--- src/rtl/data_c_pipe_intc_s2m_with_addr.sv ---
// Single-slave to multi-master packet router.
// An address beat picks a destination port; the following packet (ending
// with s_last) is forwarded to that port only. Out-of-range destinations
// are reported on route_err and the packet is swallowed. The output stage
// is a register plus a one-entry skid, so s_ready never depends on m_ready.
module data_c_pipe_intc_s2m_with_addr #(
  parameter int NUM   = 8,
  parameter int DSIZE = 32,
  parameter int NSIZE = (NUM > 1) ? $clog2(NUM) : 1
) (
  input  logic                 clock,
  input  logic                 rst,
  input  logic                 addr_valid,
  input  logic [NSIZE-1:0]     addr_data,
  output logic                 addr_ready,
  input  logic                 s_valid,
  input  logic [DSIZE-1:0]     s_data,
  input  logic                 s_last,
  output logic                 s_ready,
  output logic [NUM-1:0]       m_valid,
  output logic [NUM*DSIZE-1:0] m_data,
  output logic [NUM-1:0]       m_last,
  input  logic [NUM-1:0]       m_ready,
  output logic                 route_err
);

  localparam int TAGS = 1 << NSIZE;

  typedef enum logic [1:0] {IDLE, OPEN, DROP} state_t;

  state_t             state_reg, state_next;
  logic               addr_ready_reg;
  logic               route_err_reg;
  logic [NSIZE-1:0]   route_tag_reg;

  logic               out_vld_reg, out_last_reg;
  logic [DSIZE-1:0]   out_data_reg;
  logic [NSIZE-1:0]   out_tag_reg;
  logic               skid_vld_reg, skid_last_reg;
  logic [DSIZE-1:0]   skid_data_reg;
  logic [NSIZE-1:0]   skid_tag_reg;

  logic               addr_hs, addr_bad, beat_any, beat_fwd, out_free;
  logic [TAGS-1:0]    ready_pad;

  // With NUM a power of two every index is valid, so the range check vanishes.
  generate
    if (TAGS == NUM) begin : g_full_range
      assign addr_bad = 1'b0;
    end else begin : g_part_range
      assign addr_bad = (32'(addr_data) >= NUM);
    end
  endgenerate

  // Ready vector widened to every encodable tag so the lookup is never out of range.
  genvar gi;
  generate
    for (gi = 0; gi < TAGS; gi++) begin : g_ready_pad
      if (gi < NUM) begin : g_real
        assign ready_pad[gi] = m_ready[gi];
      end else begin : g_none
        assign ready_pad[gi] = 1'b0;
      end
    end
  endgenerate

  assign addr_ready = addr_ready_reg;
  assign route_err  = route_err_reg;
  assign addr_hs    = addr_valid && addr_ready_reg;
  assign beat_any   = s_valid && s_ready;
  assign beat_fwd   = beat_any && (state_reg == OPEN);
  assign out_free   = !out_vld_reg || ready_pad[out_tag_reg];

  // Route FSM: next state and upstream ready.
  always_comb begin
    state_next = state_reg;
    s_ready    = 1'b0;
    case (state_reg)
      IDLE: begin
        if (addr_hs) state_next = addr_bad ? DROP : OPEN;
      end
      OPEN: begin
        s_ready = !skid_vld_reg;
        if (s_valid && !skid_vld_reg && s_last) state_next = IDLE;
      end
      DROP: begin
        s_ready = 1'b1;
        if (s_valid && s_last) state_next = IDLE;
      end
      default: state_next = IDLE;
    endcase
  end

  // Route state, registered addr_ready (low in reset), route tag and error pulse.
  always_ff @(posedge clock or posedge rst) begin
    if (rst) begin
      state_reg      <= IDLE;
      addr_ready_reg <= 1'b0;
      route_tag_reg  <= '0;
      route_err_reg  <= 1'b0;
    end else begin
      state_reg      <= state_next;
      addr_ready_reg <= (state_next == IDLE);
      route_err_reg  <= addr_hs && addr_bad;
      if (addr_hs && !addr_bad) route_tag_reg <= addr_data;
    end
  end

  // Output register with one-entry skid; skid always drains before new beats.
  always_ff @(posedge clock or posedge rst) begin
    if (rst) begin
      out_vld_reg   <= 1'b0;
      out_last_reg  <= 1'b0;
      out_data_reg  <= '0;
      out_tag_reg   <= '0;
      skid_vld_reg  <= 1'b0;
      skid_last_reg <= 1'b0;
      skid_data_reg <= '0;
      skid_tag_reg  <= '0;
    end else if (out_free) begin
      if (skid_vld_reg) begin
        out_vld_reg  <= 1'b1;
        out_last_reg <= skid_last_reg;
        out_data_reg <= skid_data_reg;
        out_tag_reg  <= skid_tag_reg;
        skid_vld_reg <= 1'b0;
      end else if (beat_fwd) begin
        out_vld_reg  <= 1'b1;
        out_last_reg <= s_last;
        out_data_reg <= s_data;
        out_tag_reg  <= route_tag_reg;
      end else begin
        out_vld_reg  <= 1'b0;
        out_last_reg <= 1'b0;
      end
    end else if (beat_fwd) begin
      skid_vld_reg  <= 1'b1;
      skid_last_reg <= s_last;
      skid_data_reg <= s_data;
      skid_tag_reg  <= route_tag_reg;
    end
  end

  // Fan the single output register out to every lane; only the tagged lane is valid.
  generate
    for (gi = 0; gi < NUM; gi++) begin : g_lane
      assign m_valid[gi]               = out_vld_reg && (out_tag_reg == NSIZE'(gi));
      assign m_last[gi]                = out_last_reg && (out_tag_reg == NSIZE'(gi));
      assign m_data[gi*DSIZE +: DSIZE] = out_data_reg;
    end
  endgenerate

endmodule

--- config.mk ---
export PLATFORM = sky130hd
export DESIGN_NAME = data_c_pipe_intc_s2m_with_addr
export DESIGN_NICKNAME = d
export VERILOG_FILES = /design/src/rtl/data_c_pipe_intc_s2m_with_addr.sv
export SDC_FILE = /design/constraint.sdc
export NUM_CORES = 1
export LEC_CHECK = 0
export ABC_AREA = 1
export CORE_ASPECT_RATIO = 0.7
export CORE_UTILIZATION = 35
export CTS_CLUSTER_SIZE = 12
export DETAILED_ROUTE_END_ITERATION = 10
export PLACE_DENSITY = 0.74
export SKIP_LAST_GASP = 1
export SYNTH_ARGS = -nofsm -noshare
export SYNTH_HDL_FRONTEND = slang
export SYNTH_SLANG_ARGS = --single-unit
--- constraint.sdc ---
create_clock -name clock -period 3.1 [get_ports clock]
set_input_delay 0.31 -clock clock [delete_from_list [all_inputs] [get_ports clock]]
set_output_delay 0.31 -clock clock [all_outputs]
set_load 0.005 [all_outputs]
==> out/results.ini <==
[status]
outcome = finished clean

[yosys]
synth_seq_cells = 80
ys_types = 24
synth_top_area_cell = dfrtp_1
synth_area_um2 = 5790
ys_warn_count = 0
syn_inst = 762
ys_top_cells_by_area = dfrtp_1 (35%), buf_4 (30%), nand2_1 (18%)
avgSynthCellArea_um2 = 7.60
yosysSeqAreaShare_pct = 34.6
syn_nets = 815
synth.top_cell.area_share_pct = 34.6

[power]
p_int_uw = 5240
netSwitchingPower_uw = 2500
seqPwrFrac_pct = 26.2
power.share.clock_pct = 15.8
ir_drop_uv = 404
switching_share_pct = 32.3
power.density_nw_per_um2 = 998
power.share.combinational_pct = 58.0
power_leakage_uw = 0.00360

[sta]
fin_skew_ns = 0.00394
hold_violations = 0
clock.fmax_ghz = 0.405
rsz0062_at_grt = false
worst_pin_slew_ns = 0.656
fin_crit_sh_pct = 79.7
hold-worst-slack_ns = 0.361
setup_tns_ns = 0
max_slew_margin_pct = 56.2
min_period_ns = 2.47
setup_violations = 0
slew_viol_final = 0

[die]
core_um2 = 15800
rows = 38
initial_core_util_pct = 36.6
die_w_um = 156
io_pins = 323
dieArea_um2 = 17100
die_h_um = 110

[clock_tree]
cts_made_buffers = 9
tritoncts = yes
holdBufCountCts = 0
cts_sinks = 80
clk_path_buf_depth = 2
cts_setup_buffers = 0
root_buffer = clkbuf_16
htreeDepth = 3
clk_latency_ns = 0.33
path_clk_slew_ns = 0.06
ctsResizeCount = 0

[routing]
drt_first_pass_iters = 5
vias_per_cell = 4.45
routed_wl_um = 15000
detail-route-antenna-nets = 0
vias = 4756
wl_per_cell_um = 14.0
drc = 0
drtIter0Drc = 369

[global_routing]
grt_pass1_vias = 4131
grt_start_max_net_pins = 46
globalRouteOverflowTotal = 0
antenna_found_initial = 2
grt_pass1_wl_um = 22500
grt_usage_pct = 16.7

[worst_setup_path]
critical_path_buf_inv_count = 2
cpMostUsedCell = nand2_1
cp_data_required_time_ns = 3.32
path_cells = inv_1 -> nand2_1 -> nand2_1 -> nand2_1 -> nand2_1 -> nand2_2 -> buf_4 -> nand4_4 -> nand2_1 -> nand2_1
critPathMaxFanout = 37
worst_setup_path_end_kind = register
slowest_stage = nand4_4
critical_path.top_delay_family = simple AND/OR/NAND/NOR gates
ff2ff_setup_slack_ns = 0.63
crit_path_max_incr_delay_ns = 0.57
crit_arrival_ns = 2.69
startpoint_type = register
critPathKind = register to register

[placement]
finalWeightedCongestion = 0.786
dp_hpwl_um = 10500
port_buffers = 321

[cells_and_area]
layout_commonest_cell = clkdlybuf4s50_1
num-nets-final = 895
fill_cells = 1553
areaGrowthSynthToFinish_pct = 34.1
layout-drive-gt1-share_pct = 4.25
mostFrequentLayoutCells = clkdlybuf4s50_1 (321), nand2_1 (281), dfrtp_1 (80)

[run]
maxCapViolCount = 0

[worst_hold_path]
hold_class = input pin to async pin

==> metal layers <==
metal | track usage [%] | routed length (um)
met3 | 4.22 | 1060
met2 | 27.1 | 7140
met1 | 22.3 | 6680
met5 | 0 | 0
met4 | 3.85 | 106
==> per-stage QoR <==
| step | std cells | utilization (%) | instance area, um^2 | setup WS, ns | power (uW) |
|---|---|---|---|---|---|
| floorplan | 762 | - | 5790 | 0.738 | 4930 |
| global placement | 1051 | 46.8 | 7420 | 0.682 | 6530 |
| detailed placement | 1051 | 46.8 | 7420 | 0.659 | 6620 |
| CTS | 1067 | 49.0 | 7760 | 0.642 | 7860 |
| global route | 1067 | 49.0 | 7760 | 0.387 | 8280 |
| finish | 1069 | 49.1 | 7770 | 0.630 | 7750 |
==> synthesized netlist by cell type <==
| cell | count |
|---|---|
| ha_1 | 5 |
| nand3_4 | 1 |
| o21ai_0 | 7 |
| nand3_1 | 43 |
| a21oi_4 | 1 |
| buf_2 | 11 |
| conb_1 | 1 |
| nand2_4 | 2 |
| nor2_1 | 19 |
| clkinv_1 | 1 |
| nand2_2 | 3 |
| dfrtp_1 | 80 |
| buf_1 | 1 |
| nand4_4 | 1 |
| a21oi_1 | 3 |
| nand4_1 | 36 |
| inv_2 | 3 |
| inv_1 | 15 |
| nor2_4 | 1 |
| nand2_1 | 281 |
| buf_4 | 234 |
| clkbuf_1 | 4 |
| buf_6 | 8 |
| or2_2 | 1 |
==> power by group through the flow <==
stage               clock, uW  combinational [uW]  sequential [uW]
CTS                      1250                4550             2070
global route             1290                4840             2150
global placement            0                4480             2060
detailed placement          0                4540             2080
finish                   1220                4490             2030
floorplan                   0                3020             1910
==> logic make-up after synthesis <==
group	share of synthesized area, %
buffers and inverters	34.4
AOI/OAI and AO/OA	1.15
other	0.0648
adders and majority gates	1.08
and+or+nand+nor	28.7
DFF	34.6
==> cell type report <==
cell class / instances / area (um^2) / area share, %
Timing Repair Buffer: 327 / 3270 / 42.1
Sequential cell: 80 / 2000 / 25.8
Multi-Input combinational cell: 405 / 1800 / 23.1
Tap cell: 220 / 275 / 3.54
Clock buffer: 9 / 225 / 2.90
Clock inverter: 7 / 119 / 1.53
Inverter: 19 / 72.6 / 0.934
Antenna cell: 2 / 5.00 / 0.0644
==> final timing paths <==
| check | to | from | depth (start not counted) |
|---|---|---|---|
| hold reg to reg | skid_data_reg[19]$_DFFE_PP0P_ | skid_data_reg[19]$_DFFE_PP0P_ | 2 |
| setup reg to reg | skid_data_reg[16]$_DFFE_PP0P_ | out_tag_reg[0]$_DFFE_PP0P_ | 10 |
| min in group clock | skid_data_reg[19]$_DFFE_PP0P_ | skid_data_reg[19]$_DFFE_PP0P_ | 2 |
| max in group asynchronous | skid_vld_reg$_DFFE_PP0P_ | rst | 3 |
| hold / removal | out_data_reg[26]$_DFFE_PP0P_ | rst | 2 |
| setup / recovery | skid_data_reg[16]$_DFFE_PP0P_ | out_tag_reg[0]$_DFFE_PP0P_ | 10 |
Note: power is estimated with default switching activity, not from simulation.
